File: config.mk
export PLATFORM = sky130hd
export DESIGN_NAME = sclk_monitor_flat
export DESIGN_NICKNAME = d
export VERILOG_FILES = /design/src/rtl/sclk_monitor_if.sv /design/src/rtl/sclk_monitor.sv /design/src/flat_wrapper.sv
export SDC_FILE = /design/constraint.sdc
export NUM_CORES = 1
export LEC_CHECK = 0
export CAP_MARGIN = 20
export CORE_ASPECT_RATIO = 0.75
export CORE_UTILIZATION = 35
export CTS_CLUSTER_DIAMETER = 200
export DETAILED_ROUTE_END_ITERATION = 10
export PLACE_DENSITY_LB_ADDON = 0.12
export SYNTH_ARGS = -nofsm -noshare
export SYNTH_HDL_FRONTEND = slang
export SYNTH_SLANG_ARGS = --single-unit
File: constraint.sdc
create_clock -name clk -period 8.4 [get_ports clk]
set_input_delay 1.68 -clock clk [delete_from_list [all_inputs] [get_ports clk]]
set_output_delay 1.68 -clock clk [all_outputs]
set_load 0.05 [all_outputs]
File: src/rtl/sclk_monitor_if.sv
// Signal bundle between the sclk monitor and the logic that drives and observes it.
// The master side drives sclk_in/enable; the slave side is the monitor itself.
interface sclk_monitor_if;
    logic        sclk_in;
    logic        enable;
    logic [31:0] half_period;
    logic        meas_valid;
    logic        in_range;
    logic        timeout;
    logic [15:0] edge_count;

    modport master (
        output sclk_in, enable,
        input  half_period, meas_valid, in_range, timeout, edge_count
    );

    modport slave (
        input  sclk_in, enable,
        output half_period, meas_valid, in_range, timeout, edge_count
    );
endinterface

File: src/rtl/sclk_monitor.sv
// Measures the clk-cycle spacing between edges of a slow, asynchronous sclk,
// flags measurements outside the nominal window and detects a stalled sclk.
module sclk_monitor #(
    parameter int unsigned EXPECTED_HALF = 9000001,
    parameter int unsigned TOL           = 16,
    parameter int unsigned TIMEOUT       = 18000002
) (
    input  logic          clk,
    input  logic          reset,
    sclk_monitor_if.slave mon
);

    localparam logic [1:0] IDLE    = 2'd0;
    localparam logic [1:0] ARM     = 2'd1;
    localparam logic [1:0] MEASURE = 2'd2;

    // Window bounds are kept one bit wider so EXPECTED_HALF + TOL cannot wrap.
    localparam logic [32:0] LOW_BOUND  = (TOL > EXPECTED_HALF) ? 33'd0
                                       : (33'(EXPECTED_HALF) - 33'(TOL));
    localparam logic [32:0] HIGH_BOUND = 33'(EXPECTED_HALF) + 33'(TOL);
    localparam logic [31:0] CNT_LIMIT  = 32'(TIMEOUT - 1);

    logic        s1;
    logic        s2;
    logic        s3;
    logic [1:0]  state;
    logic [31:0] cnt;
    logic [31:0] half_period_r;
    logic        meas_valid_r;
    logic        in_range_r;
    logic        timeout_r;
    logic [15:0] edge_count_r;

    logic        sclk_edge;
    logic [31:0] cnt_plus1;
    logic        in_window;
    logic        at_limit;

    always_ff @(posedge clk or negedge reset) begin
        if (!reset) begin
            s1 <= 1'b0;
            s2 <= 1'b0;
            s3 <= 1'b0;
        end else begin
            s1 <= mon.sclk_in;
            s2 <= s1;
            s3 <= s2;
        end
    end

    assign sclk_edge = s2 ^ s3;
    assign cnt_plus1 = cnt + 32'd1;
    assign in_window = ({1'b0, cnt_plus1} >= LOW_BOUND) && ({1'b0, cnt_plus1} <= HIGH_BOUND);
    assign at_limit  = (cnt == CNT_LIMIT);

    // An edge on the limit cycle takes priority over the timeout.
    always_ff @(posedge clk or negedge reset) begin
        if (!reset) begin
            state         <= IDLE;
            cnt           <= 32'd0;
            half_period_r <= 32'd0;
            meas_valid_r  <= 1'b0;
            in_range_r    <= 1'b0;
            timeout_r     <= 1'b0;
            edge_count_r  <= 16'd0;
        end else begin
            meas_valid_r <= 1'b0;
            if (!mon.enable) begin
                state     <= IDLE;
                cnt       <= 32'd0;
                timeout_r <= 1'b0;
            end else begin
                case (state)
                    IDLE: begin
                        cnt       <= 32'd0;
                        timeout_r <= 1'b0;
                        state     <= ARM;
                    end
                    ARM: begin
                        cnt <= 32'd0;
                        if (sclk_edge) begin
                            state <= MEASURE;
                        end
                    end
                    MEASURE: begin
                        if (sclk_edge) begin
                            half_period_r <= cnt_plus1;
                            in_range_r    <= in_window;
                            meas_valid_r  <= 1'b1;
                            edge_count_r  <= edge_count_r + 16'd1;
                            cnt           <= 32'd0;
                        end else if (at_limit) begin
                            timeout_r <= 1'b1;
                            cnt       <= 32'd0;
                            state     <= ARM;
                        end else begin
                            cnt <= cnt_plus1;
                        end
                    end
                    default: begin
                        cnt   <= 32'd0;
                        state <= IDLE;
                    end
                endcase
            end
        end
    end

    assign mon.half_period = half_period_r;
    assign mon.meas_valid  = meas_valid_r;
    assign mon.in_range    = in_range_r;
    assign mon.timeout     = timeout_r;
    assign mon.edge_count  = edge_count_r;

endmodule
File: src/flat_wrapper.sv
// flat-port wrapper written by rule: the top's interface ports become plain ports
module sclk_monitor_flat 
#(
    parameter int unsigned EXPECTED_HALF = 9000001,
    parameter int unsigned TOL           = 16,
    parameter int unsigned TIMEOUT       = 18000002
)
  (clk, reset, mon_sclk_in, mon_enable, mon_half_period, mon_meas_valid, mon_in_range, mon_timeout, mon_edge_count);
  sclk_monitor_if mon_i ();
  input  logic clk;
  input  logic reset;
  input wire logic [$bits(mon_i.sclk_in)-1:0] mon_sclk_in;
  input wire logic [$bits(mon_i.enable)-1:0] mon_enable;
  output wire logic [$bits(mon_i.half_period)-1:0] mon_half_period;
  output wire logic [$bits(mon_i.meas_valid)-1:0] mon_meas_valid;
  output wire logic [$bits(mon_i.in_range)-1:0] mon_in_range;
  output wire logic [$bits(mon_i.timeout)-1:0] mon_timeout;
  output wire logic [$bits(mon_i.edge_count)-1:0] mon_edge_count;
  assign mon_i.sclk_in = mon_sclk_in;
  assign mon_i.enable = mon_enable;
  assign mon_half_period = mon_i.half_period;
  assign mon_meas_valid = mon_i.meas_valid;
  assign mon_in_range = mon_i.in_range;
  assign mon_timeout = mon_i.timeout;
  assign mon_edge_count = mon_i.edge_count;
  sclk_monitor #(.EXPECTED_HALF(EXPECTED_HALF), .TOL(TOL), .TIMEOUT(TIMEOUT)) u_core (.clk(clk), .reset(reset), .mon(mon_i));
endmodule
# Word-level counts from Yosys, hierarchy flattened
# Index checks and enable logic that the tools add are counted.
word_totals:
  regBits: 88
  input_bits: 4
classes:
  add_sub_neg: 2
  magnitude_cmp: 2
  eq_ne: 7
  mux: 16
  bitwise_logic: 1
  reduce_logical: 5
ops:
  columns: ["op", "n"]
  rows:
  - ["$mux 32", 4]
  - ["$add 32x1->32 const B", 1]
  - ["$eq 32x25->1 const B", 1]
  - ["$ge 32x24->1 const B", 1]
  - ["$le 32x24->1 const B", 1]
  - ["$add 16x1->16 const B", 1]
  - ["$reduce_and 3->1", 3]
  - ["$mux 2", 4]
  - ["$mux 1", 6]
  - ["$ne 3x2->1 const B", 2]
  - ["$pmux 2 s3", 1]
  - ["$ne 3x1->1 const B", 1]
  - ["$ne 3x3->1 const B", 1]
  - ["$eq 2x1->1 const B", 1]
  - ["$eq 2x2->1 const B", 1]
  - ["$logic_not 2->1", 1]
  - ["$pmux 1 s2", 1]
  - ["$logic_and 1x1->1", 1]
  - ["$xor 1x1->1", 1]

# Longest topological paths before layout
depth:
  word_depth: 5
  depth_mapped: 10

# Worst setup path after synthesis
# Ideal clock, no wire load.
synth_path:
  kind: "input -> register"
  from: "input port mon_enable"
  to: "register u_core.in_range_r, in the netlist u_core.mon.in_range"
  setup_time_ns: 0.096
  arrival_time_ns: 3.357
  t_required_ns: 8.304
  setup_slack_ns: 4.947
  path_stages: 8
  path_buffers: 1
  path_cell_list: "and3b_1 and2_1 clkbuf_1 nand3_1 nor4b_1 nand4_1 or4_1 o32ai_2"
synth_via:
  elab_chain_len: 1
synth_rtl:
  columns: ["item", "line", "rtl"]
  rows:
  - ["start, declared", "flat_wrapper.sv:13", "input wire logic [$bits(mon_i.enable)-1:0] mon_enable;"]
  - ["$reduce_and 3->1 (no line)", null, null]
  - ["end signal, assigned", "sclk_monitor.sv:88", "in_range_r <= in_window;"]
  - ["end, declared", "sclk_monitor.sv:30", "logic in_range_r;"]
# Every way passes these cells.
# A chain may end at the register's enable or synchronous reset.

# Worst setup path after layout
layout_path:
  from: "input port mon_enable"
  to: "register u_core.edge_count_r[13], in the netlist u_core.mon.edge_count[13]"
layout_via:
  elab_chain_len: 1
layout_rtl:
  columns: ["item", "line", "rtl"]
  rows:
  - ["$reduce_and 3->1 (no line)", null, null]
  - ["end signal, assigned", "sclk_monitor.sv:90", "edge_count_r <= edge_count_r + 16'd1;"]
  - ["end, declared", "sclk_monitor.sv:32", "logic [15:0] edge_count_r;"]
# Every way passes these cells.

==> key figures <==
Synth
  • Xor-xnor portion of the synthesized cell area: 10.6%
  • Number of synthesized register bits: 88
  • Number of synthesized flops with an enable pin: 0
  • Main synth FF type: dfrtp_1
  • Mapped Nets: 436
  • Synthesized area: 4230 µm²
  • Adder-Cell Fraction of Synth Area: 1.18%
  • Simple-gate share of the synthesized area: 23.5%
  • Seq/Total Area, Yosys: 52.1%
  • Yosys warns: 0
  • Most area-consuming cells after synthesis: dfrtp_1 52%, nor2_1 6.9%, xor2_1 6.0%
  • Syn Area/Cell: 9.88 µm²
  • Async SR Flop Fraction: 100%
  • Yosys top cell by area: dfrtp_1
  • Largest family of logic cells by synthesized area: simple AND/OR/NAND/NOR gates
  • Post-synthesis compound-gate area fraction: 7.75%
  • Synth top area share: 52.1%
  • Synth unique cells: 49
  • Mux contribution to synthesized area: 1.57%
  • Synth Instances: 428

Finish
  • Commonest non-fill, non-tap cell in the layout: dfrtp_1
  • Final Core Density: 44.2%
  • Layout cells sized above 1: 7.14%
  • Area Overhead vs Synth: 22.2%
  • Most frequent cells in the layout: 88 x dfrtp_1, 78 x nor2_1, 53 x clkdlybuf4s50_1, 32 x a21oi_1, 29 x xor2_1
  • Final nets: 479
  • Number of antenna cells inserted: 0

Clock network
  • Num Clock Sinks: 88
  • H-tree depth: 3
  • Worst skew pair latency: 0.34 ns
  • Max clock buf depth: 2
  • Postcts setup bufs: 0
  • Clk pin slew, worst setup/hold paths: 0.06 ns
  • Post-CTS Resized: 0
  • # hold bufs at CTS: 0
  • TritonCTS Buffers: 9
  • CTS tree: built
  • Clock root buffer: clkbuf_16

Pwr
  • P_sw: 0.584 mW
  • Max VDD drop: 0.172 mV
  • Part of the power in registers: 36.8%
  • Combinational fraction of design power: 36.7%
  • Pwr Density: approximately 300 nW/µm²
  • Switching Share: 38.8%
  • Leak Pwr: 2.14 nW
  • Clock share of power: 26.6%
  • Cell internal pwr: approximately 0.9 mW

Timing
  • Fin. max-slew vios: 0
  • Fin crit share: 45.4%
  • Final Hold Vio Count: 0
  • Clk_skew: between 0.006 and 0.007 ns
  • Final setup viols: 0
  • Min cycle time layout: 3.81 ns
  • Setup tns final: 0 ns
  • Max Clock Freq: 0.262 GHz
  • Slew @ Worst Pin: 0.665 ns
  • RSZ-0062 raised after global routing: no
  • Slew HR: 55.3%

Detailed routing
  • DRC: 0
  • Drt first-iter violations: 230
  • First drt pass iteration count: 5
  • Routed Antenna Nets: 0
  • Vias per inst: 4.97
  • Mean routed wirelength per cell: ~15 µm
  • Drt total wl: 9.67 mm
  • DR vias: 3171

Worst setup path
  • Req. time, crit path: 8.62 ns
  • Setup CP Type: input port to register
  • CP Launch Type: input port
  • CP Max Fanout: 72
  • Critical path capture point type: register
  • Critical path data arrival time: 4.03 ns

Die
  • Initial Util: 36.2%
  • Io pins: 55
  • Die ar.: 12500 µm²
  • Core area: 11700 µm²
  • Row count: 34
  • Die height: 97.2 µm
  • Chip Width: 129 µm

Placement
  • Hpwl dp: roughly 6.9 mm
  • Routability Congestion: 0.864
  • # port buffers: 54

Global route
  • Vias in the first global route: 3028
  • First-pass GRT wire length: approximately 16 mm
  • Total gr overflow: 0
  • Initial antenna violation count: 0
  • Pin count of the biggest net entering global routing: 73
  • GRT Total Usage: between 10% and 20%

Job
  • Max-Cap Viols: 0

Status
  • Status: finished clean

Hold path
  • Worst Hold Class: register to register
-- flip-flops by register name (all words and copies together) (netlist names) --
| name | count |
|---|---|
| u_core.cnt | 32 |
| u_core.mon.half_period | 32 |
| u_core.mon.edge_count | 16 |
| u_core.state | 2 |
| u_core.mon.in_range | 1 |
| u_core.mon.meas_valid | 1 |
| u_core.mon.timeout | 1 |
| u_core.s1 | 1 |
| u_core.s2 | 1 |
| u_core.s3 | 1 |
-- final cells by class --
cell class | count | area [µm²]
fillers | 1139 | 6530
well taps | 162 | 203
multi-input cells | 309 | 1880
repair buffers | 57 | 561
clock inverters | 5 | 56.3
clock buffers | 11 | 243
inverters | 6 | 22.5
flip-flops and latches | 88 | 2200
-- synth_stat cells (3+ instances only) --
cell type / count
and3_1: 8
xor2_1: 29
clkbuf_1: 10
mux2_2: 5
nor4_1: 6
nor3_1: 12
xnor2_1: 22
o21ai_0: 3
buf_2: 5
buf_4: 6
nand2_1: 23
and2_1: 3
and4_1: 4
a31oi_1: 3
nor2_1: 78
dfrtp_1: 88
buf_1: 4
inv_1: 6
nand4_1: 14
nand3_1: 26
ha_1: 4
nor3b_1: 3
a21oi_1: 32
-- stage by stage --
stage	total power, mW	std cells	area, µm²	hold WS (ns)	setup WS (ns)
after global routing	1.57	638	5170	0.383	4.34
after global placement	1.11	622	4870	0.332	4.27
final	1.51	638	5170	0.352	4.59
after detailed placement	1.12	622	4870	0.340	4.23
after floorplan	0.922	428	4230	0.331	4.95
after CTS	1.53	638	5170	0.355	4.60
-- cell families (layout without fill, tap and decap cells) --
| kind of cell | Yosys count | in the layout |
|---|---|---|
| xor gates and xnor gates | 51 | 51 |
| and+or+nand+nor | 194 | 194 |
| DFF | 88 | 88 |
| AOI/OAI and AO/OA | 54 | 54 |
| buffers and inverters | 31 | 79 |
| muxes | 6 | 6 |
| adders and majority gates | 4 | 4 |
-- final timing paths --
kind / start / to / slack (ns) / cells after the start
worst max-delay path: mon_enable / u_core.mon.edge_count[13]$_DFFE_PN0P_ / 4.59 / 8
worst min-delay path: u_core.s1$_DFF_PN0_ / u_core.s2$_DFF_PN0_ / 0.35 / 0
worst max register to register: u_core.cnt[0]$_DFF_PN0_ / u_core.mon.in_range$_DFFE_PN0P_ / 5.00 / 9
worst min register to register: u_core.s1$_DFF_PN0_ / u_core.s2$_DFF_PN0_ / 0.35 / 0
max in group asynchronous: reset / u_core.mon.edge_count[4]$_DFFE_PN0P_ / 6.10 / 2
min in group asynchronous: reset / u_core.mon.half_period[22]$_DFFE_PN0P_ / 1.31 / 1
-- power by group through the flow --
stage | Sequential, mW | Clock [mW] | Combinational (mW)
floorplan | 0.844 | 0 | 0.0776
global placement | 0.561 | 0 | 0.553
detailed placement | 0.564 | 0 | 0.554
CTS | 0.557 | 0.414 | 0.556
global route | 0.567 | 0.429 | 0.579
finish | 0.554 | 0.401 | 0.552
-- layer usage --
layer | wire length [µm] | global-route usage, %
met4 | 114 | 4.62
met3 | 320 | 4.13
met2 | 4120 | 23.5
met1 | 5110 | 24.8
met5 | 0 | 0
-- critical path: stages --
cell and delay, ns:
clkdlybuf4s50_1 0.51, and3b_1 0.19, and2_2 0.16, buf_4 0.56, nand4_1 0.42, nor2_1 0.27
nand3_1 0.12, xnor2_1 0.13
No activity file was read; power rests on OpenSTA's default activity.
